**config.mk**
```make
export PLATFORM = sky130hd
export DESIGN_NAME = draw_scheduler_flat
export DESIGN_NICKNAME = d
export VERILOG_FILES = /design/src/rtl/draw_scheduler_pkg.sv /design/src/rtl/draw_scheduler_if.sv /design/src/rtl/draw_scheduler_rr_arbiter.sv /design/src/rtl/draw_scheduler.sv /design/src/flat_wrapper.sv
export SDC_FILE = /design/constraint.sdc
export NUM_CORES = 1
export LEC_CHECK = 0
export ABC_AREA = 1
export ABC_CLOCK_PERIOD_IN_PS = 4650
export CORE_MARGIN = 2
export CORE_UTILIZATION = 25
export DETAILED_ROUTE_END_ITERATION = 6
export PLACE_DENSITY = 0.54
export SETUP_SLACK_MARGIN = 0.5
export SLEW_MARGIN = 20
export SYNTH_ARGS = -nofsm -noshare
export SYNTH_HDL_FRONTEND = slang
export SYNTH_SLANG_ARGS = --single-unit
```
**constraint.sdc**
```tcl
create_clock -name clock -period 4.65 [get_ports clock]
set_clock_uncertainty 0.15 [all_clocks]
set_input_delay 1.395 -clock clock [delete_from_list [all_inputs] [get_ports clock]]
set_output_delay 1.395 -clock clock [all_outputs]
set_load 0.005 [all_outputs]
```
**src/rtl/draw_scheduler_pkg.sv**
```systemverilog
// Shared widths, colour codes and FSM encoding for the draw scheduler slice.
// Latency: n/a (declarations only).
// Backpressure: n/a.
package draw_scheduler_pkg;

    localparam int X_W    = 8;
    localparam int Y_W    = 7;
    localparam int COL_W  = 3;
    localparam int SIZE_W = 4;

    localparam logic [COL_W-1:0] COL_BLACK = 3'b000;
    localparam logic [COL_W-1:0] COL_FLOOR = 3'b001;
    localparam logic [COL_W-1:0] COL_BLOCK = 3'b111;

    typedef enum logic [1:0] {
        ST_IDLE  = 2'd0,
        ST_ISSUE = 2'd1,
        ST_WAIT  = 2'd2,
        ST_DONE  = 2'd3
    } state_t;

endpackage

```
**src/rtl/draw_scheduler_if.sv**
```systemverilog
// Bundles the client request/ack bus and the block_drawer command bus.
// Latency: n/a (wiring only).
// Backpressure: clients hold req until ack; drawer completion via drw_finished.
interface draw_scheduler_if #(
    parameter int NUM_REQ = 3
);
    import draw_scheduler_pkg::*;

    logic [NUM_REQ-1:0]        req;
    logic [X_W*NUM_REQ-1:0]    req_x;
    logic [Y_W*NUM_REQ-1:0]    req_y;
    logic [COL_W*NUM_REQ-1:0]  req_colour;
    logic [SIZE_W*NUM_REQ-1:0] req_size;
    logic [NUM_REQ-1:0]        ack;
    logic                      busy;
    logic                      drw_start;
    logic [X_W-1:0]            drw_x;
    logic [Y_W-1:0]            drw_y;
    logic [COL_W-1:0]          drw_colour;
    logic [SIZE_W-1:0]         drw_size;
    logic                      drw_finished;
    logic                      err;

    // Scheduler side.
    modport slave (
        input  req, req_x, req_y, req_colour, req_size, drw_finished,
        output ack, busy, drw_start, drw_x, drw_y, drw_colour, drw_size, err
    );

    // Clients and drawer side.
    modport master (
        output req, req_x, req_y, req_colour, req_size, drw_finished,
        input  ack, busy, drw_start, drw_x, drw_y, drw_colour, drw_size, err
    );

endinterface

```
**src/rtl/draw_scheduler_rr_arbiter.sv**
```systemverilog
// Round-robin winner select: first set request at or above ptr, wrapping.
// Latency: purely combinational.
// Backpressure: none; the caller decides when to consume the winner.
module rr_arbiter #(
    parameter int NUM_REQ = 3,
    parameter int PTR_W   = 2
) (
    input  logic [NUM_REQ-1:0] req_i,
    input  logic [PTR_W-1:0]   ptr_i,
    output logic               vld_o,
    output logic [PTR_W-1:0]   g_o
);

    logic [2*NUM_REQ-1:0] req_dbl;
    logic [NUM_REQ-1:0]   rot;
    logic [PTR_W:0]       sum;

    // Rotate requests so ptr sits at bit 0, take the lowest set offset, map back.
    always_comb begin
        req_dbl = {req_i, req_i};
        rot     = req_dbl[ptr_i +: NUM_REQ];
        vld_o   = |rot;
        sum     = '0;
        for (int k = NUM_REQ - 1; k >= 0; k--) begin
            if (rot[k]) begin
                sum = {1'b0, ptr_i} + (PTR_W + 1)'(k);
            end
        end
        if (sum >= (PTR_W + 1)'(NUM_REQ)) begin
            sum = sum - (PTR_W + 1)'(NUM_REQ);
        end
        g_o = sum[PTR_W-1:0];
    end

endmodule

```
**src/rtl/draw_scheduler.sv**
```systemverilog
// Shares one block_drawer between NUM_REQ clients, round-robin, one draw at a time.
// Latency: req in IDLE -> drw_start next cycle; ack one cycle after drw_finished is sampled.
// Backpressure: clients hold req until ack; optional watchdog under macro DRAW_TIMEOUT_EN.
module draw_scheduler
    import draw_scheduler_pkg::*;
#(
    parameter int NUM_REQ = 3
`ifdef DRAW_TIMEOUT_EN
    , parameter int TIMEOUT_CYCLES = 65535
`endif
) (
    input  logic            clock,
    input  logic            resetn,
    draw_scheduler_if.slave bus
);

    localparam int PTR_W = (NUM_REQ > 1) ? $clog2(NUM_REQ) : 1;

    state_t              state_q, state_d;
    logic [PTR_W-1:0]    ptr_q, ptr_d;
    logic [PTR_W-1:0]    g_q, g_d;
    logic [X_W-1:0]      x_q, x_d;
    logic [Y_W-1:0]      y_q, y_d;
    logic [COL_W-1:0]    col_q, col_d;
    logic [SIZE_W-1:0]   size_q, size_d;

    logic                arb_vld;
    logic [PTR_W-1:0]    arb_g;

    logic [X_W-1:0]      rx [NUM_REQ];
    logic [Y_W-1:0]      ry [NUM_REQ];
    logic [COL_W-1:0]    rc [NUM_REQ];
    logic [SIZE_W-1:0]   rs [NUM_REQ];

    for (genvar i = 0; i < NUM_REQ; i++) begin : g_unpack
        assign rx[i] = bus.req_x[i*X_W +: X_W];
        assign ry[i] = bus.req_y[i*Y_W +: Y_W];
        assign rc[i] = bus.req_colour[i*COL_W +: COL_W];
        assign rs[i] = bus.req_size[i*SIZE_W +: SIZE_W];
    end

    rr_arbiter #(
        .NUM_REQ (NUM_REQ),
        .PTR_W   (PTR_W)
    ) u_arb (
        .req_i   (bus.req),
        .ptr_i   (ptr_q),
        .vld_o   (arb_vld),
        .g_o     (arb_g)
    );

`ifdef DRAW_TIMEOUT_EN
    localparam logic [15:0] TMO_LAST = 16'(TIMEOUT_CYCLES - 1);
    logic [15:0] cnt_q, cnt_d;
    logic        err_q, err_d;
`endif

    // Next-state, latch capture and decoded outputs.
    always_comb begin
        state_d        = state_q;
        ptr_d          = ptr_q;
        g_d            = g_q;
        x_d            = x_q;
        y_d            = y_q;
        col_d          = col_q;
        size_d         = size_q;
`ifdef DRAW_TIMEOUT_EN
        cnt_d          = cnt_q;
        err_d          = err_q;
`endif
        bus.drw_start  = (state_q == ST_ISSUE);
        bus.busy       = (state_q != ST_IDLE);
        bus.ack        = (state_q == ST_DONE) ? (NUM_REQ'(1) << g_q) : '0;

        case (state_q)
            ST_IDLE: begin
                if (arb_vld) begin
                    g_d     = arb_g;
                    x_d     = rx[arb_g];
                    y_d     = ry[arb_g];
                    col_d   = rc[arb_g];
                    size_d  = rs[arb_g];
                    state_d = ST_ISSUE;
                end
            end
            ST_ISSUE: begin
                // drw_finished is deliberately ignored here.
                state_d = ST_WAIT;
`ifdef DRAW_TIMEOUT_EN
                cnt_d   = '0;
`endif
            end
            ST_WAIT: begin
                if (bus.drw_finished) begin
                    state_d = ST_DONE;
                end
`ifdef DRAW_TIMEOUT_EN
                else if (cnt_q == TMO_LAST) begin
                    state_d = ST_DONE;
                    err_d   = 1'b1;
                end else begin
                    cnt_d   = cnt_q + 16'd1;
                end
`endif
            end
            ST_DONE: begin
                ptr_d   = (g_q == PTR_W'(NUM_REQ - 1)) ? '0 : g_q + 1'b1;
                state_d = ST_IDLE;
            end
            default: state_d = ST_IDLE;
        endcase
    end

    // FSM state, round-robin pointer and latched draw command.
    always_ff @(posedge clock or negedge resetn) begin
        if (!resetn) begin
            state_q <= ST_IDLE;
            ptr_q   <= '0;
            g_q     <= '0;
            x_q     <= '0;
            y_q     <= '0;
            col_q   <= '0;
            size_q  <= '0;
        end else begin
            state_q <= state_d;
            ptr_q   <= ptr_d;
            g_q     <= g_d;
            x_q     <= x_d;
            y_q     <= y_d;
            col_q   <= col_d;
            size_q  <= size_d;
        end
    end

`ifdef DRAW_TIMEOUT_EN
    // Watchdog counter and sticky error flag.
    always_ff @(posedge clock or negedge resetn) begin
        if (!resetn) begin
            cnt_q <= '0;
            err_q <= 1'b0;
        end else begin
            cnt_q <= cnt_d;
            err_q <= err_d;
        end
    end

    assign bus.err = err_q;
`else
    assign bus.err = 1'b0;
`endif

    assign bus.drw_x      = x_q;
    assign bus.drw_y      = y_q;
    assign bus.drw_colour = col_q;
    assign bus.drw_size   = size_q;

endmodule
```
**src/flat_wrapper.sv**
```systemverilog
// flat-port wrapper written by rule: the top's interface ports become plain ports
module draw_scheduler_flat import draw_scheduler_pkg::*;
#(
    parameter int NUM_REQ = 3

)
  (clock, resetn, bus_req, bus_req_x, bus_req_y, bus_req_colour, bus_req_size, bus_drw_finished, bus_ack, bus_busy, bus_drw_start, bus_drw_x, bus_drw_y, bus_drw_colour, bus_drw_size, bus_err);
  draw_scheduler_if #(.NUM_REQ(NUM_REQ)) bus_i ();
  input  logic clock;
  input  logic resetn;
  input wire logic [$bits(bus_i.req)-1:0] bus_req;
  input wire logic [$bits(bus_i.req_x)-1:0] bus_req_x;
  input wire logic [$bits(bus_i.req_y)-1:0] bus_req_y;
  input wire logic [$bits(bus_i.req_colour)-1:0] bus_req_colour;
  input wire logic [$bits(bus_i.req_size)-1:0] bus_req_size;
  input wire logic [$bits(bus_i.drw_finished)-1:0] bus_drw_finished;
  output wire logic [$bits(bus_i.ack)-1:0] bus_ack;
  output wire logic [$bits(bus_i.busy)-1:0] bus_busy;
  output wire logic [$bits(bus_i.drw_start)-1:0] bus_drw_start;
  output wire logic [$bits(bus_i.drw_x)-1:0] bus_drw_x;
  output wire logic [$bits(bus_i.drw_y)-1:0] bus_drw_y;
  output wire logic [$bits(bus_i.drw_colour)-1:0] bus_drw_colour;
  output wire logic [$bits(bus_i.drw_size)-1:0] bus_drw_size;
  output wire logic [$bits(bus_i.err)-1:0] bus_err;
  assign bus_i.req = bus_req;
  assign bus_i.req_x = bus_req_x;
  assign bus_i.req_y = bus_req_y;
  assign bus_i.req_colour = bus_req_colour;
  assign bus_i.req_size = bus_req_size;
  assign bus_i.drw_finished = bus_drw_finished;
  assign bus_ack = bus_i.ack;
  assign bus_busy = bus_i.busy;
  assign bus_drw_start = bus_i.drw_start;
  assign bus_drw_x = bus_i.drw_x;
  assign bus_drw_y = bus_i.drw_y;
  assign bus_drw_colour = bus_i.drw_colour;
  assign bus_drw_size = bus_i.drw_size;
  assign bus_err = bus_i.err;
  draw_scheduler #(.NUM_REQ(NUM_REQ)) u_core (.clock(clock), .resetn(resetn), .bus(bus_i));
endmodule
```
==> impl_metrics.tcl <==
set metrics [dict create \
    dr_wl_met3_um 453 \
    crit_path_start_kind "input pin" \
    r2r-end "u_core.bus.drw_y[0]" \
    synth-compound-area-share_pct 2.52 \
    dp_cells 504 \
    synth_fp_nets 391 \
    nFillCells 805 \
    drt_iter0_markers 100 \
    cap_violations 0 \
    r2r-start "u_core.ptr_q[0]" \
    ios 100 \
    cts_htree_levels 1 \
    hp-start "u_core.g_q[1]" \
    dpl.hpwl_um 4780 \
    yosys.area_share.adder_pct 3.08 \
    wl_met2_um 2750 \
    register_area_um2 701 \
    netlist.area_leader.share_pct 34.4 \
    placed_cell_area_um2 3070 \
    cts_root_buf "clkbuf_8" \
    setup_viol 0 \
    cts_hold_buf 0 \
    core-area_um2 7810 \
    drt_wl_total_um 6150 \
    finalPower_mw 2.23 \
    max_freq_ghz 0.289 \
    dr.pass1.iters 4 \
    outcome "finished, final reports clean" \
    rows 32 \
    synthMuxAreaShare_pct 0 \
    reg2reg_depth 13 \
    synthCells 314 \
    cp-end-kind "flop" \
    via_count 2221 \
    fin_cells 508 \
    hold_violations 0 \
    multi_input_area_um2 1080 \
    finalCritPeriodShare_pct 74.4 \
    cts.repair.resized 0 \
    slowest_stage "clkdlybuf4s50_1" \
    synth_cell_types 25 \
    track_usage_pct 13.6 \
    layout-drive-gt1-share_pct 4.93 \
    setup_slack_ns 1.19 \
    stdcell_area_um2 3120 \
    clk_path_buf_depth 2 \
    insertion_delay_ns 0.27 \
    top_layer "met4" \
    worst_path_largest_cell_delay_ns 0.48 \
    dieArea_um2 8880 \
    cts_num_sinks 28 \
    ant_nets 0 \
    die_h_um 94.2 \
    via_per_inst 4.37 \
    dp_slack_ns 0.857 \
    yosys_register_bits 28 \
    synth_top_cells_by_area "dfrtp_1 (34%), nand2_1 (25%), nand3_1 (16%), inv_1 (7.2%), ha_1 (3.1%)" \
    io_buffer_count 98 \
    worstHoldEndpoint "u_core.ptr_q[0]" \
    slew_violations 0 \
    syn_to_final_growth_pct 53.4 \
    avgSynthCellArea_um2 6.48 \
    grt_pass1_vias 2097 \
    fin_crit_ns 3.46 \
    grt_overflow 0 \
    synth_area_um2 2030 \
    path_clk_slew_ns 0.09 \
    n_antenna_cell 0 \
    ir_drop_v 0.000259 \
    crit_chain "clkdlybuf4s50_1 -> inv_1 -> nand2_1 -> nand3_1 -> nand2_1 -> nor2_1 -> nand2_1 -> nand3_1 -> nand3_1 -> nand2_2 -> nor2_2 -> nand2_1 -> nand3_1" \
    cts_setup_buffers 0 \
    synthSimpleGateAreaFrac_pct 47.4 \
    drc 0 \
    synth_top_family_by_area "simple AND/OR/NAND/NOR gates" \
    final_nets 484 \
    grt_pass1_wl_um 9660 \
    rsz0062_at_grt "false" \
    hp-class "reg2reg" \
    fp.dieW_um 94.2 \
    whs_path_depth 1 \
    antenna_found_initial 0 \
    required_ns 4.71 \
    reg2reg_slack_ns 2.24 \
    initial_core_util_pct 26.1 \
    synth_warnings 0 \
    fin_util_pct 40.0 \
    path_max_fanout 23 \
    wire_per_inst_um 12.1 \
    synth_top_area_cell "dfrtp_1" \
    drt-met1-wl_um 2920 \
    leakagePower_nw 1.61 \
    fin_hold_ws_ns 0.317 \
    cts_tree "done" \
    arrival_ns 3.52 \
    gp_routability_congestion 0.889 \
    ys_seq_area_share_pct 34.4 \
    power_per_cell_area_nw_per_um2 713 \
    setup_tns_ns 0 \
    cts_inserted_buffers 3 \
    grt_max_degree 38 \
    worstSetupPathType "in2reg" \
    synthXorXnorAreaFrac_pct 0 \
]
## metal layers
layer	vias up	global-route usage, %
met5	-	0
met3	2	1.93
met2	73	21.6
met4	0	3.38
met1	985	19.3
li1	1161	-
## layout by cell type (no fill, tap or decap), types with 4 or more instances in the layout
cell type        instances
clkbuf_8                 4
clkdlybuf4s50_1         98
dfrtp_1                 28
ha_1                     5
inv_1                   39
nand2_1                134
nand2_2                  5
nand3_1                 64
nor2_1                   7
## worst max-delay path: cells and delay by family
family	cells	cell delay, ns
buf+inv	2	0.52
simple gates	11	1.59
## Yosys cell counts
library cell / n
inv_2: 2
conb_1: 1
clkbuf_1: 2
nand2_8: 1
o21ai_0: 1
nand2_2: 5
a22oi_1: 1
nand3b_1: 1
ha_1: 5
nor2_1: 7
nor2_8: 1
inv_1: 39
buf_6: 4
buf_2: 2
buf_4: 4
dfrtp_1: 28
o22ai_1: 3
o21ai_1: 1
inv_4: 1
nor2_4: 1
nand3_1: 64
a21oi_1: 3
nand2_1: 134
nor2_2: 2
nand2_4: 1
## worst max path at each step
stage                    start                       end  cells past startpoint
finish              bus_req[2]       u_core.bus.drw_x[4]                     13
global route        bus_req[2]       u_core.bus.drw_y[1]                     13
CTS                 bus_req[2]       u_core.bus.drw_x[4]                     13
detailed placement  bus_req[2]       u_core.bus.drw_x[4]                     13
global placement    bus_req[2]       u_core.bus.drw_x[4]                     13
floorplan           bus_req[0]  u_core.bus.drw_colour[0]                     15
## final cells by class
type	instances	area share (%)
flip-flops and latches	28	22.5
well taps	102	4.09
multi-input cells	232	34.6
inverters	42	5.13
repair buffers	100	31.9
clock buffers	4	1.76
## state kept, by name, indices dropped and copies added (netlist names)
register and flops:
u_core.bus.drw_x 8, u_core.bus.drw_y 7, u_core.bus.drw_size 4, u_core.bus.drw_colour 3
u_core.g_q 2, u_core.ptr_q 2, u_core.state_q 2
## cell families after synthesis
family,count (synthesis)
buffers and inverters,54
AND/OR/NAND/NOR,217
other,1
adder cells (fa/ha/maj),5
flip-flops,28
AO/OA/AOI/OAI,9
## power breakdown
part	switching (mW)	internal, mW	total [mW]
combinational	1.02	0.619	1.64
clock	0.0714	0.0757	0.147
sequential	0.0725	0.364	0.436
total	1.17	1.06	2.23
No activity file was read; power rests on OpenSTA's default activity.
